## config.mk

```make
export PLATFORM = sky130hd
export DESIGN_NAME = multi_motor_controller_flat
export DESIGN_NICKNAME = d
export VERILOG_FILES = /design/src/rtl/multi_motor_controller_if.sv /design/src/rtl/multi_motor_controller.sv /design/src/flat_wrapper.sv
export SDC_FILE = /design/constraint.sdc
export NUM_CORES = 1
export LEC_CHECK = 0
export CAP_MARGIN = 20
export CORE_ASPECT_RATIO = 2
export CORE_MARGIN = 5
export CORE_UTILIZATION = 50
export CTS_BUF_LIST = sky130_fd_sc_hd__clkbuf_4 sky130_fd_sc_hd__clkbuf_8 sky130_fd_sc_hd__clkbuf_16
export CTS_CLUSTER_SIZE = 10
export DETAILED_ROUTE_END_ITERATION = 10
export HOLD_SLACK_MARGIN = 0.06
export PLACE_DENSITY_LB_ADDON = 0.3
export SETUP_SLACK_MARGIN = 0.3
export SYNTH_ARGS = -nofsm -noshare
export SYNTH_HDL_FRONTEND = slang
export SYNTH_SLANG_ARGS = --single-unit
```

## constraint.sdc

```tcl
create_clock -name clk -period 11.2 [get_ports clk]
set_input_delay 3.36 -clock clk [delete_from_list [all_inputs] [get_ports clk]]
set_output_delay 3.36 -clock clk [all_outputs]
set_load 0.05 [all_outputs]
```

## src/rtl/multi_motor_controller_if.sv

```systemverilog
// multi_motor_controller_if: 8-bit CPU I/O bus between a bus master and the motor controller
interface multi_motor_controller_if;
  logic [7:0] din;
  logic [7:0] address;
  logic [7:0] dout;
  logic       w_en;
  logic       r_en;
  modport master (output din, address, w_en, r_en, input dout);
  modport slave  (input din, address, w_en, r_en, output dout);
endinterface

```

## src/rtl/multi_motor_controller.sv

```systemverilog
// multi_motor_controller: N-channel PWM/H-bridge controller with encoder speed measurement and optional speed loop
module multi_motor_controller #(
  parameter logic [7:0] BASE_ADDRESS = 8'h00,
  parameter int NUM_CH = 2,
  parameter int PRESCALE = 125,
  parameter int WINDOW_CYCLES = 1600000,
  parameter int RPM_MULT = 157,
  parameter int RPM_SHIFT = 9,
  parameter int GAIN_SHIFT = 0
) (
  input  logic                  clk,
  input  logic                  rst,
  multi_motor_controller_if.slave bus,
  input  logic [NUM_CH-1:0]     encoders,
  output logic [NUM_CH-1:0]     pwm,
  output logic [2*NUM_CH-1:0]   motor,
  output logic                  enable
);
  localparam int MW = $clog2(RPM_MULT + 1);
  localparam int PW = PRESCALE > 1 ? $clog2(PRESCALE) : 1;
  localparam int WW = WINDOW_CYCLES > 1 ? $clog2(WINDOW_CYCLES) : 1;

  logic [PW-1:0]     pre_q, pre_d;
  logic [WW-1:0]     win_q, win_d;
  logic [7:0]        ctr_q, ctr_d, dout_q, dout_d, off, rdata;
  logic              en_q, en_d, tick, strobe;
  logic [NUM_CH-1:0] mode_q, mode_d, stall_q, stall_d, s1_q, s2_q, prev_q, pwm_q, pwm_d, edg, loop_on;
  logic [1:0]        dir_q [NUM_CH], dir_d [NUM_CH];
  logic [6:0]        speed_q [NUM_CH], speed_d [NUM_CH], rpm_q [NUM_CH], rpm_d [NUM_CH], rpm_new [NUM_CH];
  logic [7:0]        cmpr_q [NUM_CH], cmpr_d [NUM_CH], cnt_q [NUM_CH], cnt_d [NUM_CH];
  logic [8+MW-1:0]   prod [NUM_CH], shr [NUM_CH];
  logic signed [8:0] err [NUM_CH], adj [NUM_CH];
  logic signed [9:0] sum [NUM_CH];

  assign bus.dout = dout_q;
  assign pwm = pwm_q;
  assign enable = en_q;

  always_comb begin
    off = bus.address - BASE_ADDRESS;
    tick = pre_q == PW'(PRESCALE - 1);
    strobe = win_q == WW'(WINDOW_CYCLES - 1);
    pre_d = tick ? '0 : pre_q + PW'(1);
    win_d = strobe ? '0 : win_q + WW'(1);
    ctr_d = ctr_q + {7'd0, tick};
    en_d = bus.w_en && off == 8'd0 ? bus.din[0] : en_q;
    mode_d = bus.w_en && off == 8'd0 ? bus.din[NUM_CH:1] : mode_q;
    stall_d = bus.w_en && off == 8'd1 ? stall_q & ~bus.din[NUM_CH-1:0] : stall_q;
    rdata = off == 8'd0 ? 8'({mode_q, en_q}) : off == 8'd1 ? 8'(stall_q) : 8'd0;
    edg = s2_q ^ prev_q;
    loop_on = mode_q & {NUM_CH{en_q}};
    motor = '0;
    for (int i = 0; i < NUM_CH; i++) begin
      prod[i] = (8+MW)'(cnt_q[i]) * (8+MW)'(RPM_MULT);
      shr[i] = prod[i] >> RPM_SHIFT;
      rpm_new[i] = shr[i] > (8+MW)'(127) ? 7'd127 : shr[i][6:0];
      err[i] = $signed({2'b00, speed_q[i]}) - $signed({2'b00, rpm_new[i]});
      adj[i] = err[i] >>> GAIN_SHIFT;
      sum[i] = $signed({2'b00, cmpr_q[i]}) + $signed({adj[i][8], adj[i]});
      dir_d[i] = bus.w_en && off == 8'(2 + 4*i) ? bus.din[1:0] : dir_q[i];
      speed_d[i] = bus.w_en && off == 8'(3 + 4*i) ? bus.din[6:0] : speed_q[i];
      // loop update owns cmpr while closed-loop; bus writes only reach open-loop channels
      cmpr_d[i] = strobe && loop_on[i] ? (sum[i][9] ? 8'd0 : sum[i][8] ? 8'hff : sum[i][7:0])
                : bus.w_en && !mode_q[i] && off == 8'(4 + 4*i) ? bus.din : cmpr_q[i];
      rpm_d[i] = strobe ? rpm_new[i] : rpm_q[i];
      cnt_d[i] = strobe ? {7'd0, edg[i]} : edg[i] && cnt_q[i] != 8'hff ? cnt_q[i] + 8'd1 : cnt_q[i];
      if (strobe && loop_on[i] && speed_q[i] != 7'd0 && cmpr_q[i] == 8'hff && cnt_q[i] == 8'd0)
        stall_d[i] = 1'b1;
      pwm_d[i] = ctr_q < cmpr_q[i];
      motor[2*i +: 2] = dir_q[i];
      rdata = off == 8'(2 + 4*i) ? {6'd0, dir_q[i]} : off == 8'(3 + 4*i) ? {1'b0, speed_q[i]}
            : off == 8'(4 + 4*i) ? cmpr_q[i] : off == 8'(5 + 4*i) ? {1'b0, rpm_q[i]} : rdata;
    end
    dout_d = bus.r_en ? rdata : dout_q;
  end

  always_ff @(posedge clk) begin
    if (rst) begin
      pre_q <= '0;
      win_q <= '0;
      ctr_q <= '0;
      dout_q <= '0;
      en_q <= 1'b0;
      mode_q <= '0;
      stall_q <= '0;
      s1_q <= '0;
      s2_q <= '0;
      prev_q <= '0;
      pwm_q <= '0;
      for (int i = 0; i < NUM_CH; i++) begin
        dir_q[i] <= '0;
        speed_q[i] <= '0;
        cmpr_q[i] <= '0;
        rpm_q[i] <= '0;
        cnt_q[i] <= '0;
      end
    end else begin
      pre_q <= pre_d;
      win_q <= win_d;
      ctr_q <= ctr_d;
      dout_q <= dout_d;
      en_q <= en_d;
      mode_q <= mode_d;
      stall_q <= stall_d;
      s1_q <= encoders;
      s2_q <= s1_q;
      prev_q <= s2_q;
      pwm_q <= pwm_d;
      for (int i = 0; i < NUM_CH; i++) begin
        dir_q[i] <= dir_d[i];
        speed_q[i] <= speed_d[i];
        cmpr_q[i] <= cmpr_d[i];
        rpm_q[i] <= rpm_d[i];
        cnt_q[i] <= cnt_d[i];
      end
    end
  end
endmodule

```

## src/flat_wrapper.sv

```systemverilog
// flat-port wrapper written by rule: the top's interface ports become plain ports
module multi_motor_controller_flat 
#(
  parameter logic [7:0] BASE_ADDRESS = 8'h00,
  parameter int NUM_CH = 2,
  parameter int PRESCALE = 125,
  parameter int WINDOW_CYCLES = 1600000,
  parameter int RPM_MULT = 157,
  parameter int RPM_SHIFT = 9,
  parameter int GAIN_SHIFT = 0
)
  (clk, rst, encoders, pwm, motor, enable, bus_din, bus_address, bus_w_en, bus_r_en, bus_dout);
  multi_motor_controller_if bus_i ();
  input  logic clk;
  input  logic rst;
  input  logic [NUM_CH-1:0] encoders;
  output logic [NUM_CH-1:0] pwm;
  output logic [2*NUM_CH-1:0] motor;
  output logic enable;
  input wire logic [$bits(bus_i.din)-1:0] bus_din;
  input wire logic [$bits(bus_i.address)-1:0] bus_address;
  input wire logic [$bits(bus_i.w_en)-1:0] bus_w_en;
  input wire logic [$bits(bus_i.r_en)-1:0] bus_r_en;
  output wire logic [$bits(bus_i.dout)-1:0] bus_dout;
  assign bus_i.din = bus_din;
  assign bus_i.address = bus_address;
  assign bus_i.w_en = bus_w_en;
  assign bus_i.r_en = bus_r_en;
  assign bus_dout = bus_i.dout;
  multi_motor_controller #(.BASE_ADDRESS(BASE_ADDRESS), .NUM_CH(NUM_CH), .PRESCALE(PRESCALE), .WINDOW_CYCLES(WINDOW_CYCLES), .RPM_MULT(RPM_MULT), .RPM_SHIFT(RPM_SHIFT), .GAIN_SHIFT(GAIN_SHIFT)) u_core (.clk(clk), .rst(rst), .bus(bus_i), .encoders(encoders), .pwm(pwm), .motor(motor), .enable(enable));
endmodule
```

After elaboration in Yosys (flattened, before gate mapping)

Memory sizes are Yosys's and may differ from the RTL's.
Cells that the tools add are included.

Register bits after elaboration: 57
Memory bits (writable): 64
Bits of input ports: 22
Output and inout port bits: 15
Word-level logic and storage cells: 138
Memories kept: 5

Memories:

| name           | words | width | read ports | clocked after Yosys merged registers in | write ports | RTL line                     | source |
|---|---|---|---|---|---|---|---|
| u_core.cmpr_q  | 2     | 8     | 2          | 0                                       | 2           | multi_motor_controller.sv:30 | `logic [7:0] cmpr_q [NUM_CH], cmpr_d [NUM_CH], cnt_q [NUM_CH], cnt_d [NUM_CH];` |
| u_core.cnt_q   | 2     | 8     | 2          | 0                                       | 2           | multi_motor_controller.sv:30 |  |
| u_core.rpm_q   | 2     | 7     | 2          | 0                                       | 2           | multi_motor_controller.sv:29 | `logic [6:0] speed_q [NUM_CH], speed_d [NUM_CH], rpm_q [NUM_CH], rpm_d [NUM_CH], rpm_new [NUM_CH];` |
| u_core.speed_q | 2     | 7     | 2          | 0                                       | 2           | multi_motor_controller.sv:29 |  |
| u_core.dir_q   | 2     | 2     | 2          | 0                                       | 2           | multi_motor_controller.sv:28 | `logic [1:0] dir_q [NUM_CH], dir_d [NUM_CH];` |

Add/sub/neg operators: 9
Multipliers: 2
Order comparisons: 4
Eq/ne operators: 15
Mux-type cells: 46
Bitwise gates (word level): 14
Reductions and logical operators: 31

Operators with widths:

| cell                                                                  | count |
|---|---|
| 8-bit 2-to-1 mux                                                      | 25 |
| 7-bit 2-to-1 mux                                                      | 10 |
| 8-bit by 3-bit equality test with 1-bit output, second input constant | 4 |
| 8-bit by 8-bit multiplier with 16-bit output, second input constant   | 2 |
| 8-bit zero test                                                       | 3 |
| 21-bit by 1-bit adder with 21-bit output, second input constant       | 1 |
| 21-bit equality test, second input constant                           | 1 |
| 9-bit by 8-bit adder with 10-bit output                               | 2 |
| 1-bit logical AND                                                     | 20 |
| 8-bit by 1-bit adder with 8-bit output, second input constant         | 2 |
| 8-bit by 2-bit equality test with 1-bit output, second input constant | 2 |
| 8-bit by 4-bit equality test with 1-bit output, second input constant | 2 |
| 8-bit equality test, second input constant                            | 2 |
| 8-bit less-than comparator                                            | 2 |
| 8-bit != test, second input constant                                  | 2 |
| 7-bit by 7-bit subtractor with 8-bit output                           | 2 |
| 7-bit > comparator, second input constant                             | 2 |
| 7-bit nonzero test                                                    | 2 |
| 2-bit 2-to-1 mux                                                      | 6 |
| 1-bit bitwise OR                                                      | 10 |
| 8-bit by 1-bit adder with 8-bit output                                | 1 |
| 8-bit by 1-bit equality test with 1-bit output, second input constant | 1 |
| 7-bit by 1-bit adder with 7-bit output, second input constant         | 1 |
| 7-bit equality test, second input constant                            | 1 |
| 7 further kinds                                                       | 15 |

Depth between registers and ports, before layout

Gate-level depths: netlist of run 1.

Depth after elaboration: 11
Gate-level depth with buffers: 31
Gate-level depth less buffers: 31

Worst setup path before layout of run 1

Ideal clock, no wire load.

Path type: register to register
Start point: memory u_core.cnt_q[0][4]
End point: memory u_core.cmpr_q[0][0]
Setup time: 0.087 ns
Arrival time: 6.835 ns
Required time: 11.113 ns
Slack: 4.278 ns
Cell stages (with the launch flop): 30
Path buffers: 0
Period minus slack after synthesis: 6.922 ns
Path through: dfxtp_1 inv_1 fa_1 inv_1 ha_1 inv_1 fa_1 fa_1 inv_1 ha_1 a2111oi_4 o21ai_2 a31oi_1 o21bai_1 a21oi_1 o21bai_1 a21oi_1 xor2_1 ha_1 nand4_1 nor4b_1 o41a_1 nor2_1 ha_1 nor3_1 o21a_1 or4_4 a21oi_4 o21ai_1 a221oi_2

RTL lines:

| what               | RTL line |
|---|---|
| start: declaration | multi_motor_controller.sv:30 |
| end: declaration   | multi_motor_controller.sv:30 |

==> impl_metrics.json, run 1 <==
{
  "wl_per_cell_um": 17.6,
  "area_growth_pct": 11.3,
  "postRouteAntennaNets": 0,
  "drc": 0,
  "crit_type": "reg2reg",
  "clock-sinks": 121,
  "tightest_slew_ps": 965,
  "gp_congestion": 0.916,
  "period_share_pct": 69.7,
  "io_pins": 37,
  "clk_latency_ps": 420,
  "ir_drop_uv": 78.0,
  "postSynthAreaPerCell_um2": 8.52,
  "antenna_cells": 0,
  "hold_viol_final": 0,
  "cts_buffer_depth": 2,
  "portBuffers": 36,
  "numCtsBuffers": 17,
  "slowest_delay_ps": 560,
  "cts_tree": "built",
  "fin_skew_ps": 10.9,
  "dpl_worst_slack_ps": 3390,
  "die_area_um2": 21800,
  "regArea_um2": 2420,
  "drt_pass1_iterations": 6,
  "fin_tns_setup_ps": 0,
  "root_buffer": "clkbuf_16",
  "synth_cell_types": 66,
  "powerDensity_nw_per_um2": 95.9,
  "core_area_um2": 18700,
  "drv_cap": 0,
  "synthFlopType": "dfxtp_1",
  "vias": 7780,
  "cp_data_arrival_time_ps": 8140,
  "clk_pin_slew_ps": 60,
  "drive_above_1_share_pct": 5.54,
  "finalCriticalPeriod_ps": 7810,
  "ys_warn_count": 0,
  "fillers": 1719,
  "hold_buffers": 0,
  "hold_class": "reg2reg",
  "synth_seq_area_share_pct": 25.8,
  "antenna_found_initial": 0,
  "netlist_area_um2": 9410,
  "critPathMaxFanout": 8,
  "cts_htree_levels": 4,
  "slew_viol_final": 0,
  "drtIter0Drc": 293,
  "die_w_um": 107,
  "synth_edf_count": 0,
  "routed_via_density": 5.73,
  "post_cts_resized": 0,
  "status": "finished clean",
  "cp_slowest_cell": "fa_1",
  "max_slew_margin_pct": 35.2,
  "dp_hpwl_um": 18800,
  "drt-total-wl_um": 23900,
  "num_rows": 71,
  "ys_seq_elements": 121,
  "netlist_instances": 1104,
  "setup_slack_ps": 3390,
  "first_global_vias": 7833,
  "cp-end-kind": "flip-flop",
  "multiInputGateArea_um2": 6300,
  "overflow": 0,
  "grt_usage_pct": 22.5,
  "required_ps": 11530,
  "fmax_ghz": 0.128,
  "start_util_pct": 50.4,
  "die_h_um": 204,
  "nets": 1312,
  "cp-start-kind": "flip-flop",
  "setup_viol": 0,
  "leakage_nw": 4.54,
  "grt_pass1_wl_um": 38500,
  "synthArstFlopShare_pct": 0,
  "cts_setup_buffers": 0,
  "syn-num-nets": 1291,
  "grt_max_degree": 70,
  "rsz0062_at_grt": "no"
}
final timing paths:
kind                                    startpoint                  end  slack [ps]  cells past startpoint
worst min-delay path                u_core.s1_q[1]       u_core.s2_q[1]         440                      1
worst min register to register      u_core.s1_q[1]       u_core.s2_q[1]         440                      1
worst max-delay path            u_core.cnt_q[0][4]  u_core.cmpr_q[0][4]        3390                     29
worst max register to register  u_core.cnt_q[0][4]  u_core.cmpr_q[0][4]        3390                     29
cell usage after synthesis, types with 4 or more instances:
cell type / count / area [um2]
o21bai_1: 10 / 75.1
a21oi_1: 72 / 360
fa_1: 32 / 641
a221oi_1: 5 / 43.8
a31oi_1: 7 / 43.8
nor3_1: 18 / 90.1
a22oi_1: 6 / 45.0
inv_1: 143 / 537
ha_1: 133 / 1660
nand4_1: 16 / 100
or2_2: 4 / 25.0
nor2_1: 99 / 372
nor2b_1: 20 / 125
clkbuf_1: 29 / 109
mux2i_1: 19 / 190
and2_1: 7 / 43.8
nor4_1: 4 / 25.0
nand3_1: 44 / 220
xnor2_1: 52 / 455
and3_1: 17 / 106
o21ai_0: 26 / 130
nand2b_1: 10 / 62.6
a2111oi_0: 6 / 52.6
a221oi_2: 8 / 120
or3_1: 10 / 62.6
a21o_1: 22 / 165
a211oi_1: 13 / 97.6
buf_1: 7 / 26.3
dfxtp_1: 121 / 2420
xor2_1: 17 / 149
nand2_1: 65 / 244
o211ai_1: 4 / 30.0
o21ai_1: 7 / 35.0
cell type report:
| cell class | instances | area share, % |
|---|---|---|
| well taps | 219 | 2.62 |
| flip-flops and latches | 121 | 23.1 |
| repair buffers | 39 | 3.59 |
| clock inverters | 12 | 0.873 |
| clock buffers | 20 | 4.40 |
| multi-input cells | 802 | 60.2 |
| inverters | 144 | 5.16 |
through the flow:
| stage | cell area (um2) | hold slack, ps | total power, mW | util [%] | instances |
|---|---|---|---|---|---|
| 6_report | 10500 | 445 | 1.00 | 56.1 | 1357 |
| 5_1_grt | 10500 | 459 | 1.03 | 56.1 | 1357 |
| 4_1_cts | 10500 | 449 | 1.01 | 56.1 | 1356 |
| 3_5_place_dp | 9910 | 439 | 0.501 | 53.1 | 1324 |
| 3_3_place_gp | 9910 | 426 | 0.500 | 53.1 | 1324 |
| 2_1_floorplan | 9410 | 414 | 0.480 | - | 1104 |
cell usage in the layout (no fill, tap or decap), drive strengths merged, types with 22 or more instances in the layout:
master	synthesis	routed
a21o	22	22
a21oi	73	73
clkdlybuf4s50	0	35
dfxtp	121	121
fa	32	32
ha	133	133
inv	143	148
nand2	65	65
nand3	44	44
nor2	99	99
o21ai	35	35
xnor2	52	52
per-layer routing:
metal  vias to the layer above  global-route usage [%]  wire length, um  share of wire [%]
met4                         0                    13.5             1470                6.1
met5                         -                       0                0                  0
met1                      3666                    23.0             8660                 36
met2                       200                    41.7            12800                 54
met3                        87                    3.70              960                4.0
li1                       3827                       -                -                  -
state kept, by name, indices dropped and copies added, names as in the netlist:
| signal | cells |
|---|---|
| u_core.bus.dout | 8 |
| u_core.cmpr_q | 16 |
| u_core.cnt_q | 16 |
| u_core.ctr_q | 8 |
| u_core.dir_q | 4 |
| u_core.enable | 1 |
| u_core.mode_q | 2 |
| u_core.pre_q | 7 |
| u_core.prev_q | 2 |
| u_core.pwm | 2 |
| u_core.rpm_q | 14 |
| u_core.s1_q | 2 |
| u_core.s2_q | 2 |
| u_core.speed_q | 14 |
| u_core.stall_q | 2 |
| u_core.win_q | 21 |
cells by family (layout without fill, tap and decap cells):
group                    count (synthesis)  after routing  share of synthesized area (%)
AO/OA/AOI/OAI                          212            212                           15.7
XOR/XNOR                                70             70                           6.72
adder cells (fa/ha/maj)                168            168                           24.8
buffers and inverters                  181            215                           7.24
flip-flops                             121            121                           25.8
multiplexers                            23             23                           2.74
AND/OR/NAND/NOR                        329            329                           17.1
critical path: cells and delay by family, from the launching register on:
family          cells  cell delay [ps]
simple gates        5             1170
compound gates     12             2780
buf+inv             4              340
flops               1              480
xor+xnor            1              220
fa+ha+maj           7             2740
power by group:
| part | switching, mW | internal [mW] | total [mW] |
|---|---|---|---|
| clock | 0.212 | 0.300 | 0.512 |
| combinational | 0.0326 | 0.0191 | 0.0517 |
| sequential | 0.00474 | 0.435 | 0.440 |
Note: power is estimated with default switching activity, not from simulation.
==> run 2: changes to the inputs <==
==> constraint.sdc (replaced) <==
create_clock -name clk -period 7.2 [get_ports clk]
set_input_delay 2.16 -clock clk [delete_from_list [all_inputs] [get_ports clk]]
set_output_delay 2.16 -clock clk [all_outputs]
set_load 0.05 [all_outputs]
==> run 2 against run 1 <==
Net effect:
- sequential power up 55%
- via count up 2.2%
- critical path depth up 1
- first-iteration DRC count up 24%
- largest cell class unchanged
- combinational power up 59%
- cell count up 1.8%
- routed wire length up 1.8%
- setup slack worse by 2800 ps
- clock power up 71%
- global-route usage up 0.15 points
- highest routed layer unchanged
- final area up 5.6%
==> impl_metrics.json, run 2 (synthesized netlist as in run 1, its figures left out) <==
{
  "final_util_pct": 59.3,
  "drc": 0,
  "numCtsBuffers": 17,
  "max_slew_margin_pct": 36.8,
  "cp_num_buf_inv": 5,
  "area_growth_pct": 17.5,
  "finalCriticalPeriod_ps": 6620,
  "grt_max_degree": 46,
  "cts_htree_levels": 4,
  "finalPower_mw": 1.64,
  "design_area_um2": 11100,
  "antenna_cells": 0,
  "grt_usage_pct": 22.6,
  "hold_class": "reg2reg",
  "cts_buffer_depth": 2,
  "regMostFlops": "u_core.win_q",
  "postRouteAntennaNets": 0,
  "nets": 1337,
  "grt_pass1_wl_um": 39200,
  "dpl_cell_area_um2": 10000,
  "rsz0062_at_grt": "no",
  "portBuffers": 36,
  "required_ps": 7530,
  "cp-end-kind": "flip-flop",
  "fin_skew_ps": 12.7,
  "fmax_ghz": 0.151,
  "dp_cells": 1339,
  "clk_latency_ps": 420,
  "powerDensity_nw_per_um2": 149,
  "dpl_worst_slack_ps": 126,
  "clock-sinks": 121,
  "overflow": 0,
  "drive_above_1_share_pct": 12.3,
  "hold_buffers": 0,
  "root_buffer": "clkbuf_16",
  "antenna_found_initial": 0,
  "cts_tree": "built",
  "period_share_pct": 91.9,
  "hold_viol_final": 0,
  "start_util_pct": 50.4,
  "clk_pin_slew_ps": 60,
  "die_area_um2": 21800,
  "ir_drop_uv": 148,
  "slew_viol_final": 0,
  "drt_pass1_iterations": 5,
  "num_rows": 71,
  "drt-total-wl_um": 24300,
  "final_common_cell": "inv_1",
  "die_w_um": 107,
  "top_regs": "u_core.win_q: 21 flops, u_core.cmpr_q: 16 flops, u_core.cnt_q: 16 flops",
  "largest_reg_flops": 21,
  "critPathMaxFanout": 8,
  "vias": 7952,
  "slowest_delay_ps": 520,
  "leakage_nw": 4.74,
  "die_h_um": 204,
  "io_pins": 37,
  "first_global_vias": 8016,
  "final_cell_mix": "inv_1, ha_1, dfxtp_1",
  "whs_ps": 433,
  "stdcell_count": 1382,
  "setup_viol": 0,
  "crit_type": "reg2reg",
  "dp_hpwl_um": 18900,
  "core_area_um2": 18700,
  "cp_data_arrival_time_ps": 6950,
  "gp_congestion": 0.917,
  "status": "finished clean",
  "drv_cap": 0,
  "drtIter0Drc": 363,
  "cp-start-kind": "flip-flop",
  "tightest_slew_ps": 948,
  "cp_slowest_cell": "fa_1",
  "routed_via_density": 5.75,
  "setup_slack_ps": 581,
  "wl_per_cell_um": 17.6,
  "crit_family": "adder cells",
  "fin_tns_setup_ps": 0
}
-- run 2: timing repair --
item	in CTS	in global routing
setup buffers	0	11
setup endpoints to repair	12	16
pin swaps	1	25
resized for setup	6	74
-- run 2: where the power goes --
group | leakage [nW] | internal [mW] | switching, mW | total (mW)
combinational | 3.46 | 0.0304 | 0.0517 | 0.0822
clock | 0.295 | 0.550 | 0.327 | 0.877
sequential | 0.981 | 0.676 | 0.00717 | 0.684
total | 4.74 | 1.26 | 0.385 | 1.64
-- run 2: layout make-up --
class                      count  area [um2]
inverter                     144         546
timing repair buffer          64         598
fill                        1647        7600
sequential                   121        2430
clock buffer                  18         433
tap                          219         274
multi-input combinational    802        6600
clock inverter                14         175
-- run 2: path summary, 6_finish.rpt --
kind,startpoint,end,slack [ps],depth (start not counted)
worst max-delay path,u_core.cnt_q[0][4],u_core.cmpr_q[0][5],580,30
worst min register to register,u_core.s1_q[1],u_core.s2_q[1],430,1
worst min-delay path,u_core.s1_q[1],u_core.s2_q[1],430,1
worst max register to register,u_core.cnt_q[0][4],u_core.cmpr_q[0][5],580,30
-- run 2: worst reg2reg max path, delay by kind of cell, from the launching register on --
kind                       cells  cell delay [ps]
and+or+nand+nor                4              870
AOI/OAI and AO/OA             13             2300
DFF                            1              360
adders and majority gates      7             2450
xor gates and xnor gates       1              180
buffers and inverters          5              350
-- run 2: per-layer routing --
layer | wire length, um | global-route usage, % | vias up
li1 | - | - | 3895
met1 | 8750 | 22.7 | 3802
met2 | 13400 | 43.5 | 178
met3 | 1060 | 4.52 | 77
met4 | 1140 | 10.5 | 0
met5 | 0 | 0 | -
==> run 3: changes to the inputs <==
--- a/config.mk
+++ b/config.mk
@@ -7,13 +7,12 @@
 export LEC_CHECK = 0
 export CAP_MARGIN = 20
 export CORE_ASPECT_RATIO = 2
-export CORE_MARGIN = 5
 export CORE_UTILIZATION = 50
 export CTS_BUF_LIST = sky130_fd_sc_hd__clkbuf_4 sky130_fd_sc_hd__clkbuf_8 sky130_fd_sc_hd__clkbuf_16
 export CTS_CLUSTER_SIZE = 10
 export DETAILED_ROUTE_END_ITERATION = 10
 export HOLD_SLACK_MARGIN = 0.06
-export PLACE_DENSITY_LB_ADDON = 0.3
+export PLACE_DENSITY = 0.73
 export SETUP_SLACK_MARGIN = 0.3
 export SYNTH_ARGS = -nofsm -noshare
 export SYNTH_HDL_FRONTEND = slang
==> run 3 against run 2 <==
Net effect:
- critical path type unchanged
- combinational power grew 1%
- count of clock-buffer cells in the layout up 1
- via count up 1.5%
==> impl_metrics.json, run 3 (synthesized netlist as in run 1, its figures left out) <==
{
  "vias": 8070,
  "slowest_delay_ps": 520,
  "critical_path.startpoint": "u_core.cnt_q[0][3]",
  "clk_latency_ps": 420,
  "cts_buffer_depth": 2,
  "top_regs": "u_core.win_q: 21 flops, u_core.cmpr_q: 16 flops, u_core.cnt_q: 16 flops",
  "drt-total-wl_um": 24500,
  "numCtsBuffers": 17,
  "grt_max_degree": 54,
  "slew_viol_final": 0,
  "area_growth_pct": 17.9,
  "setup_slack_ps": 557,
  "dpl_cell_area_um2": 10000,
  "required_ps": 7530,
  "grt_pass1_wl_um": 39500,
  "fin_tns_setup_ps": 0,
  "tightest_slew_ps": 921,
  "dp_hpwl_um": 18700,
  "r2r_start": "u_core.cnt_q[0][3]",
  "cp_slowest_cell": "fa_1",
  "fmax_ghz": 0.151,
  "num_rows": 70,
  "die_h_um": 196,
  "hold_viol_final": 0,
  "powerDensity_nw_per_um2": 149,
  "hold_class": "reg2reg",
  "worstHoldStart": "u_core.s1_q[1]",
  "routed_via_density": 5.86,
  "gp_congestion": 0.904,
  "clock-sinks": 121,
  "antenna_cells": 0,
  "design_area_um2": 11100,
  "finalPower_mw": 1.65,
  "largest_reg_flops": 21,
  "die_w_um": 99.0,
  "ir_drop_uv": 119,
  "start_util_pct": 51.1,
  "cts_htree_levels": 4,
  "multiInputGateArea_um2": 6640,
  "final_util_pct": 60.3,
  "grt_usage_pct": 26.0,
  "finalCriticalPeriod_ps": 6640,
  "root_buffer": "clkbuf_16",
  "overflow": 0,
  "regArea_um2": 2430,
  "status": "finished clean",
  "setup_viol": 0,
  "cts_tree": "built",
  "cp-end-kind": "flip-flop",
  "cp-start-kind": "flip-flop",
  "wl_per_cell_um": 17.8,
  "endpoint": "u_core.cmpr_q[0][0]",
  "nets": 1336,
  "rr_endpoint": "u_core.cmpr_q[0][0]",
  "drc": 0,
  "critPathMaxFanout": 8,
  "final_common_cell": "inv_1",
  "drv_cap": 0,
  "io_pins": 37,
  "drive_above_1_share_pct": 12.9,
  "cp_data_arrival_time_ps": 6970,
  "period_share_pct": 92.3,
  "core_area_um2": 18400,
  "drtIter0Drc": 326,
  "rsz0062_at_grt": "no",
  "fillers": 1598,
  "ff2ff_setup_slack_ps": 560,
  "regMostFlops": "u_core.win_q",
  "reg2regPathDepth": 29,
  "dpl_worst_slack_ps": 41.8,
  "max_slew_margin_pct": 38.1,
  "leakage_nw": 4.73,
  "cp_common_cell": "ha_1",
  "postRouteAntennaNets": 0,
  "crit_type": "reg2reg",
  "drt_pass1_iterations": 5,
  "antenna_found_initial": 0,
  "die_area_um2": 19400,
  "clk_pin_slew_ps": 60,
  "final_cell_mix": "inv_1, ha_1, dfxtp_1",
  "first_global_vias": 8300,
  "portBuffers": 36,
  "fin_skew_ps": 10.8
}
[run 3: cell count changes in the layout (fill, tap and decap cells not counted), sizes merged]
cell	previous run	this run
clkinv	9	6
buf	29	28
clkbuf	18	19
clkinvlp	2	3
inv	144	145
[run 3: per-stage QoR]
stage          hold WS (ps)  std cells
2_1_floorplan           414       1104
3_3_place_gp            431       1335
3_5_place_dp            429       1335
4_1_cts                 442       1367
5_1_grt                 467       1378
6_report                439       1378
[run 3: what timing repair did]
item,in CTS,in global routing
resized for setup,7,82
setup buffers,0,11
hold buffers,0,0
endpoints found under the setup margin,15,16
pin swaps,1,25
[run 3: worst min-delay path by stage]
stage,endpoint,slack (ps),depth (start not counted)
after global routing,u_core.s2_q[1],470,1
final,u_core.s2_q[1],440,1
after detailed placement,u_core.s2_q[1],430,1
after global placement,u_core.s2_q[1],430,1
after CTS,u_core.s2_q[1],440,1
after floorplan,u_core.s2_q[0],410,1
[run 3: metal layers]
metal,vias to the layer above,GRT usage (%),part of all wire (%)
met5,-,0,0
met3,107,4.85,4.6
met1,3805,24.7,35
met2,267,50.1,54
met4,0,16.3,6.4
li1,3891,-,-
[run 3: report_power, final]
group / internal [mW] / total (mW) / switching [mW]
Sequential: 0.676 / 0.684 / 0.00736
Combinational: 0.0308 / 0.0830 / 0.0523
Clock: 0.560 / 0.887 / 0.326
Total: 1.27 / 1.65 / 0.386
[run 3: cell type report]
cell class | instances | share of cell area, %
multi-input combinational | 802 | 59.9
sequential | 121 | 21.9
timing repair buffer | 63 | 5.33
inverter | 144 | 4.88
clock buffer | 19 | 4.03
tap | 216 | 2.44
clock inverter | 13 | 1.53
[run 3: worst max-delay path, delay by kind of cell, from the launching register on]
family / cells / cell delay (ps)
AO/OA/AOI/OAI: 13 / 2470
XOR/XNOR: 1 / 220
adder cells (fa/ha/maj): 7 / 2330
buffers and inverters: 4 / 430
flip-flops: 1 / 320
AND/OR/NAND/NOR: 4 / 770
